## src/rtl/z80_busreq_arbiter.sv

```systemverilog
// Z80 bus arbiter: shares the CPU bus with external masters through
// the BUSREQ_L/BUSACK_L handshake, round-robin, bounded tenure.
module z80_busreq_arbiter #(
    parameter int N_MASTERS = 2,
    parameter int MAX_HOLD  = 64,
    parameter int CPU_MIN   = 8
) (
    input  logic                 clk,
    input  logic                 rst_L,
    input  logic [N_MASTERS-1:0] req,
    output logic [N_MASTERS-1:0] gnt,
    output logic                 ext_en,
    output logic [2:0]           owner,
    output logic                 timeout,
    output logic                 BUSREQ_L,
    input  logic                 BUSACK_L
);

    localparam int HW = (MAX_HOLD > 0) ? $clog2(MAX_HOLD + 1) : 1;
    localparam int CW = (CPU_MIN > 0) ? $clog2(CPU_MIN + 1) : 1;

    localparam logic [HW-1:0] HOLD_LAST =
        HW'((MAX_HOLD > 0) ? MAX_HOLD - 1 : 0);
    localparam logic [HW-1:0] HOLD_SAT  = '1;
    localparam logic [CW-1:0] CPU_LOAD  = CW'(CPU_MIN);
    localparam logic [2:0]    LAST_IDX  = 3'(N_MASTERS - 1);

    typedef enum logic [2:0] {
        S_IDLE,
        S_REQ,
        S_GRANT,
        S_DRAIN,
        S_RELEASE,
        S_CPU_HOLD
    } state_t;

    state_t state_q;
    state_t state_d;

    logic [2:0]           rr_ptr;
    logic [2:0]           rr_d;
    logic [HW-1:0]        hold_cnt;
    logic [HW-1:0]        hold_d;
    logic [CW-1:0]        cpu_cnt;
    logic [CW-1:0]        cpu_d;
    logic [N_MASTERS-1:0] gnt_d;
    logic                 ext_en_d;
    logic [2:0]           owner_d;
    logic                 timeout_d;
    logic                 busreq_d;

    logic [N_MASTERS-1:0] owner_mask;
    logic                 req_own;
    logic [N_MASTERS-1:0] req_rot;
    logic                 pick_ok;
    logic [2:0]           pick_idx;
    logic                 hold_hit;
    logic [2:0]           rr_next;

    function automatic logic [2:0] wrap_idx(input int s);
        if (s >= N_MASTERS) begin
            return 3'(s - N_MASTERS);
        end
        return 3'(s);
    endfunction

    assign owner_mask = N_MASTERS'(1) << owner;
    assign req_own    = |(req & owner_mask);
    assign req_rot    = N_MASTERS'({req, req} >> rr_ptr);
    assign hold_hit   = (MAX_HOLD != 0) && (hold_cnt == HOLD_LAST);
    assign rr_next    = (owner == LAST_IDX) ? 3'd0 : owner + 3'd1;

    // Round-robin pick: first requester at or after rr_ptr, wrapping.
    always_comb begin
        pick_ok  = 1'b0;
        pick_idx = rr_ptr;
        for (int i = N_MASTERS - 1; i >= 0; i--) begin
            if (req_rot[i]) begin
                pick_ok  = 1'b1;
                pick_idx = wrap_idx(int'(rr_ptr) + i);
            end
        end
    end

    // State and output registers; reset releases the bus at once.
    always_ff @(posedge clk or negedge rst_L) begin
        if (!rst_L) begin
            state_q  <= S_IDLE;
            rr_ptr   <= '0;
            hold_cnt <= '0;
            cpu_cnt  <= '0;
            gnt      <= '0;
            ext_en   <= 1'b0;
            owner    <= '0;
            timeout  <= 1'b0;
            BUSREQ_L <= 1'b1;
        end else begin
            state_q  <= state_d;
            rr_ptr   <= rr_d;
            hold_cnt <= hold_d;
            cpu_cnt  <= cpu_d;
            gnt      <= gnt_d;
            ext_en   <= ext_en_d;
            owner    <= owner_d;
            timeout  <= timeout_d;
            BUSREQ_L <= busreq_d;
        end
    end

    // Next-state and next-output logic for the bus handshake.
    always_comb begin
        state_d   = state_q;
        rr_d      = rr_ptr;
        hold_d    = hold_cnt;
        cpu_d     = cpu_cnt;
        gnt_d     = gnt;
        ext_en_d  = ext_en;
        owner_d   = owner;
        timeout_d = 1'b0;
        busreq_d  = BUSREQ_L;
        unique case (state_q)
            S_IDLE: begin
                busreq_d = 1'b1;
                if (pick_ok && cpu_cnt == '0) begin
                    owner_d  = pick_idx;
                    busreq_d = 1'b0;
                    state_d  = S_REQ;
                end
            end
            S_REQ: begin
                // Never abandon a request the CPU may be acting on.
                busreq_d = 1'b0;
                if (!BUSACK_L) begin
                    if (req_own) begin
                        gnt_d    = owner_mask;
                        ext_en_d = 1'b1;
                        hold_d   = '0;
                        state_d  = S_GRANT;
                    end else begin
                        state_d  = S_DRAIN;
                    end
                end
            end
            S_GRANT: begin
                busreq_d = 1'b0;
                if (hold_cnt != HOLD_SAT) begin
                    hold_d = hold_cnt + HW'(1);
                end
                if (!req_own || hold_hit) begin
                    gnt_d     = '0;
                    ext_en_d  = 1'b0;
                    timeout_d = req_own;
                    state_d   = S_DRAIN;
                end
            end
            S_DRAIN: begin
                // One dead cycle for the master's drivers to turn off.
                rr_d     = rr_next;
                busreq_d = 1'b1;
                state_d  = S_RELEASE;
            end
            S_RELEASE: begin
                busreq_d = 1'b1;
                if (BUSACK_L) begin
                    cpu_d   = CPU_LOAD;
                    state_d = S_CPU_HOLD;
                end
            end
            S_CPU_HOLD: begin
                busreq_d = 1'b1;
                if (cpu_cnt == '0) begin
                    state_d = S_IDLE;
                end else begin
                    cpu_d = cpu_cnt - CW'(1);
                end
            end
            default: begin
                gnt_d    = '0;
                ext_en_d = 1'b0;
                busreq_d = 1'b1;
                state_d  = S_IDLE;
            end
        endcase
    end

    // Grant outputs stay consistent with each other and the handshake.
    a_onehot: assert property (
        @(posedge clk) disable iff (!rst_L) $onehot0(gnt));
    a_ext_en: assert property (
        @(posedge clk) disable iff (!rst_L) ext_en == (|gnt));
    a_busreq: assert property (
        @(posedge clk) disable iff (!rst_L) (|gnt) |-> !BUSREQ_L);

endmodule
```

## config.mk

```make
export PLATFORM = sky130hd
export DESIGN_NAME = z80_busreq_arbiter
export DESIGN_NICKNAME = d
export VERILOG_FILES = /design/src/rtl/z80_busreq_arbiter.sv
export SDC_FILE = /design/constraint.sdc
export NUM_CORES = 1
export LEC_CHECK = 0
export CORE_ASPECT_RATIO = 2
export CORE_UTILIZATION = 30
export DETAILED_ROUTE_END_ITERATION = 16
export HOLD_SLACK_MARGIN = 0.03
export PLACE_DENSITY = 0.55
export SLEW_MARGIN = 20
export SYNTH_ARGS = -nofsm -noshare
export SYNTH_HDL_FRONTEND = slang
export SYNTH_SLANG_ARGS = --single-unit
```

## constraint.sdc

```tcl
create_clock -name clk -period 1.67 [get_ports clk]
set_input_delay 0.334 -clock clk [delete_from_list [all_inputs] [get_ports clk]]
set_output_delay 0.334 -clock clk [all_outputs]
set_load 0.01 [all_outputs]
```

-- After elaboration in Yosys (flattened, before gate mapping)
Index checks and enable logic that the tools add are counted.
- add/subtract/negate cells: 6
- order comparisons: 2
- div/mod/pow operators: 0
- equal/unequal tests: 16
- reductions and logical operators: 15
- multiplexer cells: 39
- shifts and indexed selects: 2
- $mul: 0
- bitwise logic cells: 2
- operators by type and width (kind ; count):
    3-bit two-way mux ; 12
    7-bit two-way mux ; 3
    3-bit case mux with 6 select lines ; 1
    2-bit inequality test, second input constant ; 8
    7-bit case mux with 2 select lines ; 1
    1-bit two-way mux ; 13
    4-bit two-way mux ; 2
    4-bit case mux with 2 select lines ; 1
    4-bit AND reduction ; 2
    7-bit by 1-bit adder with 7-bit output, second input constant ; 1
    7-bit by 6-bit equality test with 1-bit output, second input constant ; 1
    7-bit inequality test, second input constant ; 1
    3-bit by 1-bit equality test with 1-bit output, second input constant ; 2
    3-bit by 2-bit equality test with 1-bit output, second input constant ; 2
    3-bit equality test, second input constant ; 2
    2-bit two-way mux ; 3
    2-bit case mux with 3 select lines ; 1
    3-bit by 2-bit subtractor with 3-bit output, second input constant ; 2
    5-bit AND reduction ; 1
    3-bit by 1-bit adder with 4-bit output, second input constant ; 1
    4-bit by 2-bit greater-or-equal comparator with 1-bit output, second input constant ; 1
    4-bit logical NOT ; 1
    2-bit nonzero test ; 2
    2-bit OR reduction ; 2
    16 further kinds ; 16
- memory bits (writable): 0
- input bits: 5
- logic and storage cells: 91
- memories: 0
- bits in latches: 0
- output and inout port bits: 8
- flip-flop bits (word level): 25
- bits in read-only memories: 0

-- Logic depth before layout (Yosys ltp)
Gate-level depths: netlist of the first run.
- depth after elaboration: 7
- depth in mapped cells: 7
- depth with buffers taken out: 7

-- Worst setup path after synthesis of the first run
No wires, ideal clock.
- path type: register -> register
- from: reg state_q[2]
- to: reg owner[2]
- required time: 1.542 ns
- path buffers: 1
- setup time: 0.128 ns
- path slack: -0.099 ns
- period minus slack after synthesis: 1.769 ns
- data arrival time: 1.641 ns
- cell stages (with the launch flop): 5
- path through: dfrtp_1 -> buf_6 -> or4_1 -> or3_4 -> mux2_1
- longest elaborated chain between the ends: 2
- RTL lines (what ; line ; source):
    start, declared ; 37 ; state_t state_q;
    start signal, assigned ; 98 ; state_q <= state_d;
    3-bit logical NOT ; 121 ; unique case (state_q)
    2-bit AND reduction (no source line) ; n/a ;
    end signal, assigned ; 104 ; owner <= owner_d;
    end, declared ; 13 ; output logic [2:0] owner,
No other way between the ends.
A chain may end at the register's enable or synchronous reset.

-- Worst setup path after layout of the first run
- from: reg state_q[1]
- to: reg owner[0]
The elaborated chain is that of the path after synthesis.

==> impl_metrics.env, run 1 <==
export IMPL_routedWlPerCell_um=14.2
export IMPL_pwr_share_clk_pct=11.3
export IMPL_die_width_um=51.4
export IMPL_power_report_internal_total_mw=1.96
export IMPL_violations="setup timing"
export IMPL_vias=1321
export IMPL_r2r_setup_slack_ns=-0.02
export IMPL_rsz0062_at_grt="true"
export IMPL_firstDrtPassIters=4
export IMPL_drc=0
export IMPL_area_delta_synth_final_pct=32.6
export IMPL_setup_worst_path_start="state_q[1]$_DFFE_PN0P_"
export IMPL_fin_skew_ns=0.00256
export IMPL_clkSinkCount=25
export IMPL_whs_ns=0.411
export IMPL_syn_avg_cell_area_um2=9.04
export IMPL_end_kind="register"
export IMPL_dp_slack_ns=-0.279
export IMPL_gr_usage_all_layers_pct=15.9
export IMPL_power_frac_seq_pct=34.0
export IMPL_relSlewSlack_pct=72.9
export IMPL_cts_max_path_buffers=2
export IMPL_synth_compound_area_share_pct=17.7
export IMPL_placed_cells=251
export IMPL_async_reset_ff_share_pct=100
export IMPL_fmax_mhz=590
export IMPL_p_comb_share_pct=54.7
export IMPL_design_core_area_um2=4640
export IMPL_synth_top_area_share_pct=41.0
export IMPL_ant_nets=0
export IMPL_routed_wl_mm=3.67
export IMPL_cts_hold_buf=0
export IMPL_grt_overflow=0
export IMPL_final_setup_viol_count=2
export IMPL_status="complete, but fails checks"
export IMPL_hpwlAfterDp_mm=2.74
export IMPL_start_util_pct=31.5
export IMPL_die_y_um=101
export IMPL_required_ns=1.84
export IMPL_crit_type="reg -> reg"
export IMPL_switchingPower_mw=1.34
export IMPL_clk_pin_slew_ns=0.09
export IMPL_placedInstanceArea_um2=1830
export IMPL_max_cap_violations=0
export IMPL_synth_mux_area_share_pct=3.93
export IMPL_final_nets=214
export IMPL_htreeDepth=1
export IMPL_synth_edf_count=0
export IMPL_power_mw=3.30
export IMPL_synth_cell_type_count=49
export IMPL_io_buffers=12
export IMPL_setup_tns_ns=-0.0485
export IMPL_syn_inst=162
export IMPL_insertion_delay_ns=0.27
export IMPL_grt_first_pass_wirelength_mm=6.28
export IMPL_tightestPinTransition_ns=0.405
export IMPL_p_leak_nw=0.855
export IMPL_syn_num_nets=172
export IMPL_clockRootBuffer="clkbuf_8"
export IMPL_finalNonFillerCells=258
export IMPL_setup_slack_ns=-0.0248
export IMPL_yosys_warnings=0
export IMPL_fillerInstances=485
export IMPL_synth_fa_ha_area_share_pct=4.27
export IMPL_num_antenna_cells=0
export IMPL_drtIter0Drc=19
export IMPL_critPathMaxFanout=4
export IMPL_die_area_um2=5180
export IMPL_grt_max_degree=26
export IMPL_gp_congestion=0.762
export IMPL_pwr_density_cell_nw_per_um2=1700
export IMPL_drt_vias_per_instance=5.12
export IMPL_reg2reg_from="state_q[1]$_DFFE_PN0P_"
export IMPL_ys_flop_type="dfrtp_1"
export IMPL_min_period_ns=1.69
export IMPL_hold_viol_final=0
export IMPL_hp_class="in -> async"
export IMPL_rows=35
export IMPL_reg2reg_to="owner[0]$_DFFE_PN0P_"
export IMPL_swShare_pct=40.7
export IMPL_drive_gt1_share_pct=25.1
export IMPL_utilization_pct=41.8
export IMPL_synth_xor_xnor_area_share_pct=4.19
export IMPL_setup_worst_path_end="owner[0]$_DFFE_PN0P_"
export IMPL_fin_area_um2=1940
export IMPL_grt_pass1_vias=1446
export IMPL_syn_cell_area_um2=1460
export IMPL_pin_count=13
export IMPL_startpoint_type="register"
export IMPL_synth_top_area_cell="dfrtp_1"
export IMPL_reg2reg_depth=3
export IMPL_crit_arrival_ns=1.86
export IMPL_drv_slew=0
export IMPL_antenna_found_initial=0
export IMPL_ys_ff_latch=25
export IMPL_numCtsBuffers=3
export IMPL_synthSimpleGateAreaFrac_pct=23.7
export IMPL_synthTopCellsByArea="dfrtp_1, nand2_1, o21ai_0, ha_1, nor2_1"
export IMPL_synth_top_family_by_area="simple AND/OR/NAND/NOR gates"
export IMPL_cts_tree="yes"
export IMPL_vdd_drop_max_uv=910
export IMPL_finalCritPeriodShare_pct=101
export IMPL_seq_area_frac_synth_pct=42.8
-- timing repair --
| action | 4_1_cts | 5_1_grt |
|---|---|---|
| resized for setup | 7 | 10 |
| buffers inserted | 2 | 1 |
| setup endpoints to repair | 8 | 14 |
| pin swaps | 3 | 2 |
-- flip-flops by register name (all words and copies together) (netlist names) --
signal / flops
state_q: 3
owner: 3
timeout: 1
cpu_cnt: 4
hold_cnt: 7
ext_en: 1
rr_ptr: 3
BUSREQ_L: 1
gnt: 2
-- power groups by stage --
stage          logic (mW)  registers (mW)  clock network (mW)
2_1_floorplan        1.01            1.13                   0
3_3_place_gp         1.67            1.11                   0
3_5_place_dp         1.72            1.12                   0
4_1_cts              1.77            1.11               0.388
5_1_grt              2.01            1.16               0.409
6_report             1.80            1.12               0.373
-- critical path: stages, from the launching register on --
cell and delay (ns):
dfrtp_1 0.44, or4_1 0.48, or3_4 0.37, mux2_4 0.31
-- cell usage in the layout (no fill, tap or decap), types with 6 or more instances in the layout --
master / n
o21ai_0: 13
nand2_1: 20
nand3_1: 8
dfrtp_1: 22
clkdlybuf4s50_1: 10
nor2_1: 15
buf_4: 29
a21oi_1: 7
inv_1: 6
-- cells by family after synthesis --
| family | count (synthesis) |
|---|---|
| simple gates | 68 |
| compound gates | 41 |
| flops | 25 |
| buf+inv | 11 |
| xor+xnor | 7 |
| mux | 5 |
| fa+ha+maj | 5 |
-- cell type report --
| class | instances | area (um^2) | share of cell area [%] |
|---|---|---|---|
| Clock inverter | 1 | 5.00 | 0.258 |
| Timing Repair Buffer | 41 | 335 | 17.3 |
| Tap cell | 55 | 68.8 | 3.54 |
| Clock buffer | 3 | 41.3 | 2.13 |
| Inverter | 7 | 26.3 | 1.35 |
| Multi-Input combinational cell | 126 | 836 | 43.0 |
| Sequential cell | 25 | 629 | 32.4 |
-- synth_stat cells, types with 3 or more instances --
cell	n
a21oi_1	8
inv_1	6
nand3_1	8
a22o_1	3
xnor2_1	4
nor2_1	15
ha_1	5
dfrtp_1	24
o21ai_0	15
nand2_1	21
nand2b_1	4
xor2_1	3
-- how the worst min path moves through the flow --
stage | from | endpoint | slack, ns | depth (start not counted)
6_report | rst_L | timeout$_DFF_PN0_ | 0.41 | 2
5_1_grt | rst_L | hold_cnt[5]$_DFFE_PN0P_ | 0.45 | 2
4_1_cts | rst_L | timeout$_DFF_PN0_ | 0.43 | 2
3_5_place_dp | hold_cnt[6]$_DFFE_PN0P_ | timeout$_DFF_PN0_ | 0.50 | 1
3_3_place_gp | ext_en$_DFFE_PN0P_ | ext_en$_DFFE_PN0P_ | 0.48 | 1
2_1_floorplan | rst_L | cpu_cnt[0]$_DFFE_PN0P_ | 0.04 | 0
-- metal layers --
metal / part of all wire [%] / track usage, % / wire length (um)
met5: 0 / 0 / 0
met4: 1.6 / 6.86 / 57
met3: 1.3 / 1.51 / 47
met2: 57 / 31.2 / 2080
met1: 40 / 15.9 / 1490
Note: power is estimated with default switching activity, not from simulation.
==> run 2, diff against run 1 <==
--- a/config.mk
+++ b/config.mk
@@ -6,6 +6,7 @@
 export NUM_CORES = 1
 export LEC_CHECK = 0
 export CORE_ASPECT_RATIO = 2
+export CORE_MARGIN = 2
 export CORE_UTILIZATION = 30
 export DETAILED_ROUTE_END_ITERATION = 16
 export HOLD_SLACK_MARGIN = 0.03
==> run 2 against run 1 <==
Compared with the run above: largest power group unchanged; highest routed layer unchanged; largest cell class unchanged; die area rose by 6.0%; sequential cell count unchanged; clock skew is 0.0014 ns higher; critical endpoint unchanged; final cell count increased by 1.6%; maximum frequency down 1.2%; clock-buffer cell count is the same; global-route usage shrank 2.3 points; critical path depth stayed put; the run still ends with setup timing left.
==> impl_metrics.env, run 2 (same netlist as run 1, synthesis figures left out) <==
export IMPL_status="complete, but fails checks"
export IMPL_violations="setup timing"
export IMPL_num_antenna_cells=0
export IMPL_die_y_um=103
export IMPL_die_area_um2=5490
export IMPL_grt_use_met3_pct=1.45
export IMPL_grt_max_degree=26
export IMPL_drtIter0Drc=7
export IMPL_layout_common_cells="buf_4, dfrtp_1, nand2_1, nor2_1, o21ai_0"
export IMPL_pin_count=13
export IMPL_design_core_area_um2=4770
export IMPL_layout_commonest_cell="buf_4"
export IMPL_min_period_ns=1.72
export IMPL_routedWlPerCell_um=13.1
export IMPL_p_comb_share_pct=56.6
export IMPL_pwr_density_cell_nw_per_um2=1670
export IMPL_relSlewSlack_pct=69.7
export IMPL_finalCritPeriodShare_pct=103
export IMPL_switchingPower_mw=1.34
export IMPL_pwr_share_clk_pct=10.8
export IMPL_start_util_pct=30.7
export IMPL_critPathTopFamily="simple AND/OR/NAND/NOR gates"
export IMPL_rows=36
export IMPL_max_cap_violations=0
export IMPL_final_seq_area_um2=627
export IMPL_path_cells="or4_4 -> or3_4 -> mux2_4"
export IMPL_grtUsageMet1_pct=18.2
export IMPL_area_delta_synth_final_pct=36.3
export IMPL_critPathMaxFanout=4
export IMPL_routed_wl_mm=3.42
export IMPL_grt_pass1_vias=1304
export IMPL_ant_nets=0
export IMPL_whs_ns=0.425
export IMPL_busiest_layer="met2"
export IMPL_firstDrtPassIters=4
export IMPL_hp_class="in -> async"
export IMPL_vdd_drop_max_uv=800
export IMPL_cts_tree="yes"
export IMPL_hold_viol_final=0
export IMPL_drt_vias_per_instance=5.09
export IMPL_path_buf_inv=0
export IMPL_vias=1333
export IMPL_drv_slew=0
export IMPL_crit_arrival_ns=1.87
export IMPL_drive_gt1_share_pct=29.3
export IMPL_worst_path_largest_cell_delay_ns=0.53
export IMPL_htreeDepth=1
export IMPL_clkSinkCount=25
export IMPL_largest_reg_flops=7
export IMPL_crit_type="reg -> reg"
export IMPL_regMostFlops="hold_cnt"
export IMPL_placedInstanceArea_um2=1850
export IMPL_gr_usage_all_layers_pct=13.6
export IMPL_met2_usage_pct=23.0
export IMPL_clk_pin_slew_ns=0.09
export IMPL_hpwlAfterDp_mm=2.52
export IMPL_fin_area_um2=2000
export IMPL_power_frac_seq_pct=32.6
export IMPL_cts_hold_buf=0
export IMPL_top_regs="hold_cnt x7, cpu_cnt x4"
export IMPL_startpoint_type="register"
export IMPL_fillerInstances=497
export IMPL_crit_slowest_cell="or4_4"
export IMPL_clockRootBuffer="clkbuf_8"
export IMPL_r2r_setup_slack_ns=-0.05
export IMPL_required_ns=1.83
export IMPL_swShare_pct=40.1
export IMPL_antenna_found_initial=0
export IMPL_io_buffers=12
export IMPL_grt_overflow=0
export IMPL_multi_input_area_um2=867
export IMPL_final_nets=216
export IMPL_setup_slack_ns=-0.0462
export IMPL_end_kind="register"
export IMPL_gp_congestion=0.816
export IMPL_cts_max_path_buffers=2
export IMPL_insertion_delay_ns=0.27
export IMPL_drc=0
export IMPL_dp_slack_ns=-0.331
export IMPL_rsz0062_at_grt="true"
export IMPL_p_leak_nw=0.883
export IMPL_grt_first_pass_wirelength_mm=5.76
export IMPL_die_width_um=53.4
export IMPL_fmax_mhz=583
export IMPL_final_setup_viol_count=2
export IMPL_tightestPinTransition_ns=0.449
export IMPL_numCtsBuffers=3
export IMPL_power_report_internal_total_mw=2.00
export IMPL_fin_skew_ns=0.00391
run 2: cell count changes in the layout (fill, tap and decap cells not counted), sizes merged:
cell / change
dlymetal6s2s: +1
dlygate4sd2: -1
clkinvlp: +1
clkinv: -1
buf: +2
run 2: per-stage QoR:
step           utilization (%)  total power, mW  std cells  TNS [ns]
2_1_floorplan                -             2.14        162    -0.184
3_3_place_gp              38.7             2.80        255     -2.50
3_5_place_dp              38.7             2.85        255     -2.66
4_1_cts                   40.5             3.28        261    -0.201
5_1_grt                   41.8             3.66        262    -0.317
6_report                  41.8             3.34        262   -0.0883
run 2: final timing paths:
kind,start,endpoint,depth (start not counted)
setup / recovery,state_q[2]$_DFFE_PN0P_,owner[0]$_DFFE_PN0P_,3
setup reg to reg,state_q[2]$_DFFE_PN0P_,owner[0]$_DFFE_PN0P_,3
min in group clk,ext_en$_DFFE_PN0P_,ext_en$_DFFE_PN0P_,1
max in group asynchronous,rst_L,BUSREQ_L$_DFF_PN1_,2
hold / removal,rst_L,cpu_cnt[0]$_DFFE_PN0P_,2
hold reg to reg,ext_en$_DFFE_PN0P_,ext_en$_DFFE_PN0P_,1
run 2: power by group through the flow:
stage	registers, mW	clock network [mW]	logic (mW)
2_1_floorplan	1.13	0	1.01
3_3_place_gp	1.09	0	1.72
3_5_place_dp	1.10	0	1.75
4_1_cts	1.09	0.375	1.82
5_1_grt	1.13	0.401	2.13
6_report	1.09	0.361	1.89
run 2: layout make-up:
cell class	count	area share, %
clock inverters	1	0.251
inverters	7	1.50
multi-input cells	126	43.4
clock buffers	3	2.07
flip-flops and latches	25	31.4
repair buffers	43	17.7
well taps	57	3.57
run 2: per-layer routing:
metal | up-vias | wire, um
met2 | 17 | 1740
met3 | 2 | 88
met1 | 646 | 1570
met4 | 0 | 28
li1 | 668 | -
met5 | - | 0
run 2: timing repair:
| item | 4_1_cts | 5_1_grt |
|---|---|---|
| buffers inserted | 2 | 1 |
| endpoints found under the setup margin | 9 | 17 |
| pin swaps | 5 | 6 |
| gates resized for setup | 9 | 15 |
